### config.mk
export PLATFORM = sky130hd
export DESIGN_NAME = player_motion_integrator
export DESIGN_NICKNAME = d
export VERILOG_FILES = /design/src/rtl/square_game_pkg.sv /design/src/rtl/axis_integrator.sv /design/src/rtl/player_motion_integrator.sv
export SDC_FILE = /design/constraint.sdc
export NUM_CORES = 1
export LEC_CHECK = 0
export CAP_MARGIN = 20
export CORE_MARGIN = 8
export CORE_UTILIZATION = 50
export DETAILED_ROUTE_END_ITERATION = 12
export PLACE_DENSITY = 0.77
export SYNTH_ARGS = -nofsm -noshare
export SYNTH_HDL_FRONTEND = slang
export SYNTH_HIERARCHICAL = 1
export SYNTH_SLANG_ARGS = --single-unit
### constraint.sdc
create_clock -name clk_25mHz -period 2.7 [get_ports clk_25mHz]
set_input_delay 0.675 -clock clk_25mHz [delete_from_list [all_inputs] [get_ports clk_25mHz]]
set_output_delay 0.675 -clock clk_25mHz [all_outputs]
set_load 0.01 [all_outputs]
### src/rtl/square_game_pkg.sv
// -----------------------------------------------------------------------------
// square_game_pkg
// Shared constants and types for the player motion path of the square game.
//   - Default screen geometry (the centre is derived with centre_of()).
//   - Velocity / position datapath widths.
//   - Motion sequencer state encoding.
// -----------------------------------------------------------------------------
package square_game_pkg;

  localparam int DEF_SCREEN_W = 640;
  localparam int DEF_SCREEN_H = 480;

  // Velocity is signed pixels/frame; position is computed signed so that a
  // step past the left/top edge is seen as negative before clamping.
  localparam int VEL_W = 8;
  localparam int POS_W = 12;

  typedef enum logic [2:0] {
    ST_IDLE   = 3'd0,
    ST_FILTER = 3'd1,
    ST_VEL    = 3'd2,
    ST_POS    = 3'd3,
    ST_COMMIT = 3'd4
  } motion_state_t;

  function automatic logic [POS_W-1:0] centre_of(input int len);
    return POS_W'(len / 2);
  endfunction

endpackage

### src/rtl/axis_integrator.sv
// -----------------------------------------------------------------------------
// axis_integrator
// One axis of the player motion datapath. Three strobed stages:
//   filter_en : dead-zone + arithmetic shift of the raw sample   -> accel_p0
//   vel_en    : v' = sat(v + a) (optional friction, FRICTION_EN) -> vel_p1
//   pos_en    : p' = clamp(p + v'), zeroing v' on a clamp        -> pos_p2
// Ports:
//   clk                       clock
//   filter_en/vel_en/pos_en   stage strobes from the sequencer
//   sample                    signed raw accelerometer sample
//   vel_cur / pos_cur         currently committed velocity / position
//   vel_nxt / pos_nxt / clamp results held until the commit
// Build option: FRICTION_EN -- with no acceleration, velocity decays by 1.
// -----------------------------------------------------------------------------
module axis_integrator
  import square_game_pkg::*;
#(
  parameter int ACCEL_W     = 12,
  parameter int ACCEL_SHIFT = 4,
  parameter int DEADZONE    = 8,
  parameter int VMAX        = 15,
  parameter int AXIS_LEN    = 640,
  parameter int HALF_SIZE   = 20
) (
  input  logic                      clk,
  input  logic                      filter_en,
  input  logic                      vel_en,
  input  logic                      pos_en,
  input  logic signed [ACCEL_W-1:0] sample,
  input  logic signed [VEL_W-1:0]   vel_cur,
  input  logic        [POS_W-1:0]   pos_cur,
  output logic signed [VEL_W-1:0]   vel_nxt,
  output logic        [POS_W-1:0]   pos_nxt,
  output logic                      clamp
);

  localparam int SUM_W = ACCEL_W + 1;
  localparam logic signed [POS_W-1:0] POS_LO = POS_W'(HALF_SIZE);
  localparam logic signed [POS_W-1:0] POS_HI = POS_W'(AXIS_LEN - 1 - HALF_SIZE);

  // Magnitude is taken one bit wider so the most negative sample is not lost.
  function automatic logic signed [ACCEL_W-1:0] dead_zone_shift(
    input logic signed [ACCEL_W-1:0] s
  );
    logic signed [SUM_W-1:0] mag;
    mag = s[ACCEL_W-1] ? -SUM_W'(s) : SUM_W'(s);
    if (mag < SUM_W'(DEADZONE)) return '0;
    return s >>> ACCEL_SHIFT;
  endfunction

  function automatic logic signed [VEL_W-1:0] sat_vel(
    input logic signed [SUM_W-1:0] x
  );
    if (x > SUM_W'(VMAX))  return VEL_W'(VMAX);
    if (x < -SUM_W'(VMAX)) return -VEL_W'(VMAX);
    return x[VEL_W-1:0];
  endfunction

  logic signed [ACCEL_W-1:0] accel_p0;
  logic signed [VEL_W-1:0]   vel_p1;
  logic signed [VEL_W-1:0]   vel_p2;
  logic        [POS_W-1:0]   pos_p2;
  logic                      clamp_p2;
  logic signed [SUM_W-1:0]   vel_sum;
  logic signed [POS_W-1:0]   pos_sum;

  always_comb begin
    vel_sum = SUM_W'(accel_p0) + SUM_W'(vel_cur);
`ifdef FRICTION_EN
    if (accel_p0 == '0) begin
      if (vel_cur[VEL_W-1])
        vel_sum = SUM_W'(vel_cur) + SUM_W'(1);
      else if (vel_cur != '0)
        vel_sum = SUM_W'(vel_cur) - SUM_W'(1);
    end
`endif
    pos_sum = $signed(pos_cur) + POS_W'(vel_p1);
  end

  always_ff @(posedge clk) begin
    // p0: filtered acceleration
    if (filter_en)
      accel_p0 <= dead_zone_shift(sample);
    // p1: saturated velocity
    if (vel_en)
      vel_p1 <= sat_vel(vel_sum);
    // p2: clamped position; hitting a wall kills that axis's velocity
    if (pos_en) begin
      if (pos_sum < POS_LO) begin
        pos_p2   <= POS_LO;
        vel_p2   <= '0;
        clamp_p2 <= 1'b1;
      end else if (pos_sum > POS_HI) begin
        pos_p2   <= POS_HI;
        vel_p2   <= '0;
        clamp_p2 <= 1'b1;
      end else begin
        pos_p2   <= pos_sum;
        vel_p2   <= vel_p1;
        clamp_p2 <= 1'b0;
      end
    end
  end

  assign vel_nxt = vel_p2;
  assign pos_nxt = pos_p2;
  assign clamp   = clamp_p2;

endmodule

### src/rtl/player_motion_integrator.sv
// -----------------------------------------------------------------------------
// player_motion_integrator
// Turns raw accelerometer samples into the player-box centre used by the VGA
// display stage. Once per frame (rising edge of screenEnd, while enabled) it
// runs IDLE -> FILTER -> VEL -> POS -> COMMIT, integrating acceleration into
// velocity and velocity into a clamped position. All outputs change together
// at the end of COMMIT, 4 cycles after the tick edge.
// Ports:
//   clk_25mHz, reset      pixel clock; asynchronous active-high reset
//   screenEnd             high between frames; rising edge = frame tick
//   enable                integration allowed to start
//   recenter              level request: go back to centre, zero velocity
//   accel_valid/ready     sample handshake (ready only in IDLE)
//   accel_raw_x/_y        signed raw samples
//   pos_x/pos_y           centre coordinates, zero-extended to 32 bits
//   vel_x/vel_y           signed velocity
//   wall_hit              one-cycle pulse when any axis clamped
//   busy                  sequencer not in IDLE
// Build option: FRICTION_EN (passed through to axis_integrator).
// -----------------------------------------------------------------------------
module player_motion_integrator
  import square_game_pkg::*;
#(
  parameter int SCREEN_W    = DEF_SCREEN_W,
  parameter int SCREEN_H    = DEF_SCREEN_H,
  parameter int HALF_SIZE   = 20,
  parameter int ACCEL_W     = 12,
  parameter int ACCEL_SHIFT = 4,
  parameter int DEADZONE    = 8,
  parameter int VMAX        = 15
) (
  input  logic                      clk_25mHz,
  input  logic                      reset,
  input  logic                      screenEnd,
  input  logic                      enable,
  input  logic                      recenter,
  input  logic                      accel_valid,
  output logic                      accel_ready,
  input  logic signed [ACCEL_W-1:0] accel_raw_x,
  input  logic signed [ACCEL_W-1:0] accel_raw_y,
  output logic        [31:0]        pos_x,
  output logic        [31:0]        pos_y,
  output logic signed [7:0]         vel_x,
  output logic signed [7:0]         vel_y,
  output logic                      wall_hit,
  output logic                      busy
);

  localparam logic [POS_W-1:0] CENTRE_X = centre_of(SCREEN_W);
  localparam logic [POS_W-1:0] CENTRE_Y = centre_of(SCREEN_H);

  motion_state_t state, state_nxt;

  logic                      screen_end_q;
  logic                      tick;
  logic                      recenter_pend;
  logic signed [ACCEL_W-1:0] sample_x, sample_y;
  logic        [POS_W-1:0]   pos_x_q, pos_y_q;
  logic signed [VEL_W-1:0]   vel_x_q, vel_y_q;
  logic                      wall_hit_q;

  logic signed [VEL_W-1:0]   vel_x_nxt, vel_y_nxt;
  logic        [POS_W-1:0]   pos_x_nxt, pos_y_nxt;
  logic                      clamp_x, clamp_y;

  // One registered copy gives a single-cycle tick however long screenEnd stays high.
  assign tick = screenEnd & ~screen_end_q;

  always_comb begin
    state_nxt = state;
    case (state)
      ST_IDLE:   if (tick && enable) state_nxt = ST_FILTER;
      ST_FILTER: state_nxt = ST_VEL;
      ST_VEL:    state_nxt = ST_POS;
      ST_POS:    state_nxt = ST_COMMIT;
      ST_COMMIT: state_nxt = ST_IDLE;
      default:   state_nxt = ST_IDLE;
    endcase
  end

  always_ff @(posedge clk_25mHz or posedge reset) begin
    if (reset) begin
      screen_end_q  <= 1'b0;
      state         <= ST_IDLE;
      recenter_pend <= 1'b0;
      sample_x      <= '0;
      sample_y      <= '0;
      pos_x_q       <= CENTRE_X;
      pos_y_q       <= CENTRE_Y;
      vel_x_q       <= '0;
      vel_y_q       <= '0;
      wall_hit_q    <= 1'b0;
    end else begin
      screen_end_q <= screenEnd;
      state        <= state_nxt;
      wall_hit_q   <= 1'b0;

      // Samples are frozen from FILTER onwards, so the integration always
      // sees the value captured before the sequence started.
      if (state == ST_IDLE && accel_valid) begin
        sample_x <= accel_raw_x;
        sample_y <= accel_raw_y;
      end

      // A recenter seen mid-sequence is remembered until the commit.
      if (state == ST_FILTER || state == ST_VEL || state == ST_POS) begin
        if (recenter) recenter_pend <= 1'b1;
      end else begin
        recenter_pend <= 1'b0;
      end

      if (state == ST_COMMIT) begin
        if (recenter || recenter_pend) begin
          pos_x_q <= CENTRE_X;
          pos_y_q <= CENTRE_Y;
          vel_x_q <= '0;
          vel_y_q <= '0;
        end else begin
          pos_x_q    <= pos_x_nxt;
          pos_y_q    <= pos_y_nxt;
          vel_x_q    <= vel_x_nxt;
          vel_y_q    <= vel_y_nxt;
          wall_hit_q <= clamp_x | clamp_y;
        end
      end else if (state == ST_IDLE && recenter) begin
        pos_x_q <= CENTRE_X;
        pos_y_q <= CENTRE_Y;
        vel_x_q <= '0;
        vel_y_q <= '0;
      end
    end
  end

  axis_integrator #(
    .ACCEL_W(ACCEL_W), .ACCEL_SHIFT(ACCEL_SHIFT), .DEADZONE(DEADZONE),
    .VMAX(VMAX), .AXIS_LEN(SCREEN_W), .HALF_SIZE(HALF_SIZE)
  ) u_axis_x (
    .clk       (clk_25mHz),
    .filter_en (state == ST_FILTER),
    .vel_en    (state == ST_VEL),
    .pos_en    (state == ST_POS),
    .sample    (sample_x),
    .vel_cur   (vel_x_q),
    .pos_cur   (pos_x_q),
    .vel_nxt   (vel_x_nxt),
    .pos_nxt   (pos_x_nxt),
    .clamp     (clamp_x)
  );

  axis_integrator #(
    .ACCEL_W(ACCEL_W), .ACCEL_SHIFT(ACCEL_SHIFT), .DEADZONE(DEADZONE),
    .VMAX(VMAX), .AXIS_LEN(SCREEN_H), .HALF_SIZE(HALF_SIZE)
  ) u_axis_y (
    .clk       (clk_25mHz),
    .filter_en (state == ST_FILTER),
    .vel_en    (state == ST_VEL),
    .pos_en    (state == ST_POS),
    .sample    (sample_y),
    .vel_cur   (vel_y_q),
    .pos_cur   (pos_y_q),
    .vel_nxt   (vel_y_nxt),
    .pos_nxt   (pos_y_nxt),
    .clamp     (clamp_y)
  );

  assign pos_x       = {{(32-POS_W){1'b0}}, pos_x_q};
  assign pos_y       = {{(32-POS_W){1'b0}}, pos_y_q};
  assign vel_x       = vel_x_q;
  assign vel_y       = vel_y_q;
  assign wall_hit    = wall_hit_q;
  assign busy        = (state != ST_IDLE);
  assign accel_ready = (state == ST_IDLE);

endmodule

==> results list, run 1 <==
* Buffers added on ports: 72
* Startpoint kind of the worst setup timing path: flip-flop
* Transition time of the tightest slew-check pin: 667 ps
- Summed over all failing endpoints, the final setup total negative slack is -420 ps.
* Slack of the critical path: -54.8 ps
- GPL Wtd Cong: 0.891
* Proportion of power drawn by combinational gates: 54.3%
* Worst-path clk slew: 60 ps
- From left edge to right edge, the die measures 145 µm.
* Cell chosen for the clock root: sky130_fd_sc_hd__clkbuf_16
- Counting along the longest clock path gives a buffer depth of 2.
* Endpoints failing setup: 12
- Wire length of the first global-routing pass: 31100 µm
* CTS tree: yes
- The number of clock buffers added by TritonCTS is 17.
* Critical Path AT: 2940 ps
* Cell Rows: 47
- Areal power density over the cells: 1380 nW/µm²
* Critical Path Max Stage Delay: 350 ps
* Die Y: 145 µm
- Area growth from synthesis to layout: 24.9%
- Entering global routing, the biggest net connects 25 pins.
* Endpoint kind of the worst setup timing path: flip-flop
* Violations in the final reports: negative setup slack
- Slew Limit Headroom: 55.1%
- During synthesis, Yosys emitted a total of 6 warnings.
* Clock latency reported for the late side of the worst-skew pair: 430 ps
- Global routing used 18.2% of the available tracks.
- After global routing the overflow that remains totals 0.
- Number of nets in the final layout: 920
- The via count of the first global-routing pass was 6060.
- Number of cells on the critical path: 10
- The routed layout has 6146 vias.
- Critical-path maximum fanout: 9
* Top flip-flop cell by instance count after synthesis: sky130_fd_sc_hd__edfxtp_1
* Top area cells in the synthesized netlist: sky130_fd_sc_hd__edfxtp_1, sky130_fd_sc_hd__dfrtp_1, sky130_fd_sc_hd__ha_1
* Via count normalized by instance count: 5.69
- Worst-path cell chain: ha_2, inv_2, fa_2, nand2b_4, a211oi_4, o32ai_4, xnor2_2, nor4b_4, and4bb_4, and2_1
* Number of instances on the worst hold path: 1
- Counting flops and latches in the post-synthesis netlist gives 144.
- The run finished, with violations left.
* Area share of the largest cell type after synthesis: 26.5%
- After synthesis the cells add up to 8370 µm².
* Count of endpoints failing hold in the final timing report: 0
- Initial detailed-routing violation count: 531
* Cell with the largest stage delay on the worst path: sky130_fd_sc_hd__edfxtp_1
- The post-route netlist has 23.9% of its cells at a drive strength greater than 1.
- Dividing the detail-routed wire length by the instance count gives 18.5 µm.
* Internal power contribution: 8.61 mW
- Register area share after synthesis: 47.6%
* Class of the tightest hold or removal check: reg2reg
* P_leak: 4.34 nW
- The worst setup path is of the reg2reg kind.
* Worst Reg2Reg Path Length in Cells: 10
- The repair_antennas step left the layout with diodes totalling 0.
- The first TritonRoute pass finished after 5 iterations.
* Switching part of the total power: 40.1%
* Die area: 21100 µm²
- Total Wirelength: 19900 µm
* Level count of the clock H-tree: 4
- After layout, the minimum clock period comes to 2750 ps.
* Initial Util: 50.8%
- Unrepaired setup endpoints after global routing: yes
- The HPWL after detailed placement is 13800 µm.
- Number of max-slew violations in the final report: 0
* Crit path max-delay family: simple AND/OR/NAND/NOR gates
* CP required: 2880 ps
* Net Sw Power: 5.77 mW
- Clock share of power: 17.4%
- Final clock period utilization by the worst path: 102%
* Count of clock tree sinks: 144
* Post-route antenna net violation count: 0
* Leading cell types in the layout, fill and taps excluded: sky130_fd_sc_hd__edfxtp_1, sky130_fd_sc_hd__clkdlybuf4s50_1, sky130_fd_sc_hd__dfrtp_1, sky130_fd_sc_hd__buf_4, sky130_fd_sc_hd__conb_1
* Post-synthesis cell type with the largest combined area: sky130_fd_sc_hd__edfxtp_1
- Across the run, the number of max-cap violations was 0.
- In this run, distinct cell masters in the synthesized netlist total 99.
- Num ports: 113
- Achievable Freq: 363 MHz
- Counting flops with a built-in enable in the synthesized netlist gives 74.
* Number of remaining DRC errors: 0
- In the synthesized netlist the async set-or-reset flop fraction comes to 48.6%.
- The initial antenna violation count was 0.
- Mean post-synth cell area: 11.5 µm²
- Area of the core: 16500 µm²
* Clock skew after layout: 13.3 ps
- At the end of the flow the core is filled with cells to 63.5%.
- Leading cell type in the layout, fill and taps excluded: sky130_fd_sc_hd__edfxtp_1
- Gate count after technology mapping: 727
* Fraction of power consumed by sequential logic: 28.3%
- Buffer and inverter count on the worst path: 1
- Largest voltage drop on the vdd net: 0.693 mV
- Pwr Total: 14.4 mW
## power by group through the flow
stage / clock network [mW] / logic [mW] / registers (mW)
after floorplan: 0 / 4.91 / 3.91
after global placement: 0 / 6.54 / 4.07
after detailed placement: 0 / 6.67 / 4.08
after CTS: 2.53 / 6.95 / 4.06
after global routing: 2.63 / 8.43 / 4.15
final: 2.50 / 7.81 / 4.07
## registers in the layout (all words and copies together) (netlist names), 12 cells and up
register	count
sample_y	12
pos_x_q	12
sample_x	12
pos_y_q	12
u_axis_y/pos_nxt	12
u_axis_x/pos_nxt	12
## synth_stat cells, types with 20 or more instances
library cell                n
sky130_fd_sc_hd__inv_1     38
sky130_fd_sc_hd__ha_1      38
sky130_fd_sc_hd__a21oi_1   36
sky130_fd_sc_hd__a22o_1    34
sky130_fd_sc_hd__o21ai_0   29
sky130_fd_sc_hd__nor2_1    36
sky130_fd_sc_hd__buf_4     45
sky130_fd_sc_hd__edfxtp_1  74
sky130_fd_sc_hd__dfrtp_1   64
sky130_fd_sc_hd__mux2_4    20
sky130_fd_sc_hd__and2_1    24
sky130_fd_sc_hd__nand2_1   36
## final cells by class
type	count	area [µm²]
Clock buffer	24	568
Clock inverter	8	81.3
Fill cell	1250	6010
Inverter	39	146
Multi-Input combinational cell	518	4210
Sequential cell	144	3980
Tap cell	220	275
Timing Repair Buffer	128	1190
## final timing paths
| path | from | to | slack, ps |
|---|---|---|---|
| worst max-delay path | u_axis_y/vel_p1[0] | u_axis_y/vel_nxt[2] | -50 |
| worst min-delay path | u_axis_y/pos_nxt[10] | pos_y_q[10] | 460 |
| worst max register to register | u_axis_y/vel_p1[0] | u_axis_y/vel_nxt[2] | -50 |
| worst min register to register | u_axis_y/pos_nxt[10] | pos_y_q[10] | 460 |
| max in group asynchronous | reset | pos_x_q[3] | 1490 |
| min in group asynchronous | reset | sample_y[1] | 600 |
## through the flow
step	setup WS, ps	hold WS (ps)	instance area (µm²)	instances
6_report	-54.8	456	10500	1081
5_1_grt	-136	475	10500	1081
4_1_cts	-33.4	463	10100	1074
3_5_place_dp	-67.4	449	9430	1040
3_3_place_gp	6.79	444	9430	1040
2_1_floorplan	-49.5	437	8540	769
## cell families after synthesis
group | Yosys count | share of synthesized area [%]
AOI/OAI and AO/OA | 194 | 17.6
xor gates and xnor gates | 28 | 3.24
adders and majority gates | 42 | 6.64
buffers and inverters | 108 | 7.83
DFF | 144 | 47.6
muxes | 27 | 4.48
other | 3 | 0.135
and+or+nand+nor | 181 | 12.5
## what timing repair did
item,in CTS,in global routing
hold buffers,0,0
gates cloned,0,2
setup buffers,2,5
pin swaps,6,16
setup endpoints to repair,27,40
resized for setup,5,65
## per-layer routing
metal,vias to the layer above,wire (µm),global-route usage [%]
li1,2863,-,-
met1,3062,8380,21.5
met2,180,10300,31.7
met3,41,832,4.29
met4,0,445,6.40
met5,-,0,0
Note: power is estimated with default switching activity, not from simulation.
==> run 2, diff against run 1 <==
- CORE_MARGIN: 8 -> default
==> results list, run 2 (same netlist as run 1, synthesis figures left out) <==
- Leading cell type in the layout, fill and taps excluded: sky130_fd_sc_hd__edfxtp_1
- The standard cell core area came to 16100 µm² (-2.1%).
- The worst setup path is captured at a flip-flop.
- Leading cell types in the layout, fill and taps excluded: sky130_fd_sc_hd__edfxtp_1, sky130_fd_sc_hd__clkdlybuf4s50_1, sky130_fd_sc_hd__dfrtp_1, sky130_fd_sc_hd__buf_4, sky130_fd_sc_hd__conb_1
- Antenna diode count: 0 (unchanged)
- Slew Limit Headroom: 57.0% (+1.9 points)
- WS Path Type: reg2reg
* Number of antenna violations at the first check in global routing: 0 (unchanged)
- The peak clock frequency supported by timing is 356 MHz (-1.8%).
- GPL Wtd Cong: 0.880 (-1.3%)
- The hold buffer count at CTS is 0 (unchanged).
- The initial standard-cell utilization of the core was 51.9% (+1.1 points).
* Clock skew after layout: 9.55 ps (-3.74 ps)
- Detailed Routing Iterations Pass 1: 7 (+2)
- Vias in the first global route: 5976 (-1.4%)
* Number of max-slew violations in the final report: 0 (unchanged)
* Number of remaining DRC errors: 0 (unchanged)
- Cell Rows: 46 (-2.1%)
- Worst-path clk slew: 60 ps (about the same)
* Total Wirelength: 19900 µm (-0.30%)
- The worst supply voltage drop on vdd was 0.718 mV (+3.5%).
- Level count of the clock H-tree: 4 (unchanged)
- The overall via count from detail_route is 6201 (+0.89%).
- Number of nets in the final layout: 923 (+0.33%)
- The flow ran to the end, but the final reports show violations.
- The static leakage power is 4.38 nW (+0.81%).
- Overall global routing resource usage: 22.9% (+4.7 points)
- The power per cell area came to 1400 nW/µm² (+1.5%).
- Critical Path AT: 2960 ps (+20 ps)
- Hold path startpoint: u_axis_y/pos_nxt[6]
* Final clock period utilization by the worst path: 104% (+1.9 points)
- The vertical die dimension was 131 µm (-9.6%).
- Max-capacitance violation count: 0 (unchanged)
- The cell that appears most often on the critical path is sky130_fd_sc_hd__o21ai_1.
- The proportion of power drawn by flip-flops and latches came to 27.6% (-0.7 points).
* Switching part of the total power: 39.9% (-0.21 points)
- The worst-case hold slack came to 458 ps (+1.90 ps).
* Wire length of the first global-routing pass: 30800 µm (-0.82%)
- The clock insertion delay at the later pin of the skew report is 420 ps (about the same).
- Area growth from synthesis to layout: 24.8% (about the same)
* Wire per inst: 18.4 µm (-0.21%)
- The clock buffer count from CTS was 17 (unchanged).
- The number of cells on the worst hold path came to 1 (unchanged).
- The post-route minimum period was 2810 ps (+51.4 ps).
- Buffers added on ports: 72 (unchanged)
- The slack of the critical path came to -106 ps (-51.4 ps).
* Num ports: 113 (unchanged)
- The via-per-instance ratio came to 5.74 (+0.99%).
* CTS tree: yes
- The detailed placer's ending HPWL was 13400 µm (-3.2%).
- CTS placed an instance of sky130_fd_sc_hd__clkbuf_16 at the clock tree root.
* RR Startpoint: u_axis_x/vel_p1[0]
* Worst-path cell chain: ha_4, fa_2, a211oi_2, o21ai_1, xor2_1, o2111a_2, o21ai_1, a221o_1
- Die width: 131 µm (-9.6%)
- Count of clock tree sinks: 144 (unchanged)
- Residual overflow from global routing: 0 (unchanged)
- The logic gate share of total power is 54.9% (+0.6 points).
- The min-delay analysis places its worst path in the category reg2reg.
- The cell-internal power was 8.77 mW (+1.8%).
* Count of endpoints failing hold in the final timing report: 0 (unchanged)
- The highest cell delay on the worst timing path is 430 ps (+80 ps).
- Pwr Total: 14.6 mW (+1.5%)
- Initial detailed-routing violation count: 462 (-13%)
- Unrepaired setup endpoints after global routing: yes
- The maximum number of buffers from clock root to sink is 2 (unchanged).
- Worst Reg2Reg Path Length in Cells: 8 (-2)
- The share of final-layout standard cells stronger than drive strength 1 came to 23.8% (-0.083 points).
- Setup Total Neg Slack: -697 ps (-277 ps)
- The number of nets still failing antenna checks after routing was 0 (unchanged).
- The clock power share was 17.5% (about the same).
* Cell with the largest stage delay on the worst path: sky130_fd_sc_hd__edfxtp_1
* Net Sw Power: 5.82 mW (+0.93%)
- Critical-path maximum fanout: 3 (-6)
- STA classifies the critical path startpoint as a flip-flop.
- Transition time of the tightest slew-check pin: 639 ps (-28.2 ps)
* Endpoints failing setup: 25 (+13)
- The register-to-register setup slack is -110 ps (-50 ps).
- The die footprint was 17300 µm² (-18%).
- For hold timing, the worst endpoint is pos_y_q[6].
- Violations in the final reports: negative setup slack
- The required time of the worst setup path was 2860 ps (-20 ps).
- Terminus of the critical flop-to-flop path: u_axis_x/pos_nxt[2]
- The maximum number of pins on one net before global-route repair was 71 (+180%).
[run 2: per-layer routing]
| metal | vias to the layer above | track usage, % | share of wire (%) |
|---|---|---|---|
| met5 | - | 0 | 0 |
| met4 | 0 | 7.56 | 2.1 |
| met3 | 38 | 4.90 | 4.3 |
| met2 | 188 | 38.9 | 51 |
| met1 | 3103 | 28.9 | 43 |
| li1 | 2872 | - | - |
[run 2: power by group through the flow]
| stage | Sequential [mW] | Combinational, mW | Clock, mW |
|---|---|---|---|
| 3_5_place_dp | 4.04 | 6.78 | 0 |
| 6_report | 4.03 | 8.01 | 2.55 |
| 5_1_grt | 4.11 | 8.61 | 2.68 |
| 4_1_cts | 4.02 | 7.19 | 2.58 |
| 3_3_place_gp | 4.02 | 6.62 | 0 |
| 2_1_floorplan | 3.91 | 4.91 | 0 |
[run 2: layout make-up]
type	count	area, µm²
well taps	216	270
flip-flops and latches	144	3980
clock buffers	22	508
multi-input cells	519	4220
repair buffers	130	1180
fillers	1207	5670
inverters	39	146
clock inverters	10	143
[run 2: how the worst max path moves through the flow]
| stage | start | cells past startpoint | endpoint |
|---|---|---|---|
| finish | u_axis_x/vel_p1[0] | 8 | u_axis_x/pos_nxt[2] |
| global route | pos_y_q[5] | 8 | u_axis_y/vel_nxt[7] |
| CTS | u_axis_y/vel_p1[0] | 10 | u_axis_y/vel_nxt[7] |
| detailed placement | u_axis_x/vel_p1[0] | 10 | u_axis_x/vel_nxt[4] |
| global placement | u_axis_x/vel_p1[0] | 10 | u_axis_x/vel_nxt[2] |
| floorplan | pos_y_q[0] | 10 | u_axis_y/vel_nxt[0] |
[run 2: metrics by stage]
| stage | cell area [µm²] | worst slack (ps) | utilization (%) | std cells |
|---|---|---|---|---|
| 2_1_floorplan | 8540 | -49.5 | - | 769 |
| 5_1_grt | 10400 | -208 | 64.8 | 1080 |
| 3_5_place_dp | 9430 | -95.7 | 58.5 | 1039 |
| 4_1_cts | 10200 | -54.5 | 63.2 | 1073 |
| 6_report | 10400 | -106 | 64.8 | 1080 |
| 3_3_place_gp | 9430 | 17.0 | 58.5 | 1039 |
[run 2: critical path: cells and delay by family (launching register included)]
kind                     cells  cell delay, ps
AO/OA/AOI/OAI                5            1180
XOR/XNOR                     1             380
adder cells (fa/ha/maj)      2             550
flip-flops                   1             430
[run 2: what timing repair did]
| item | CTS | global route |
|---|---|---|
| endpoints found under the hold margin | 0 | 0 |
| setup buffers | 1 | 6 |
| resized for setup | 18 | 53 |
| setup endpoints to repair | 28 | 44 |
| pin swaps | 13 | 24 |
| gates cloned | 1 | 1 |
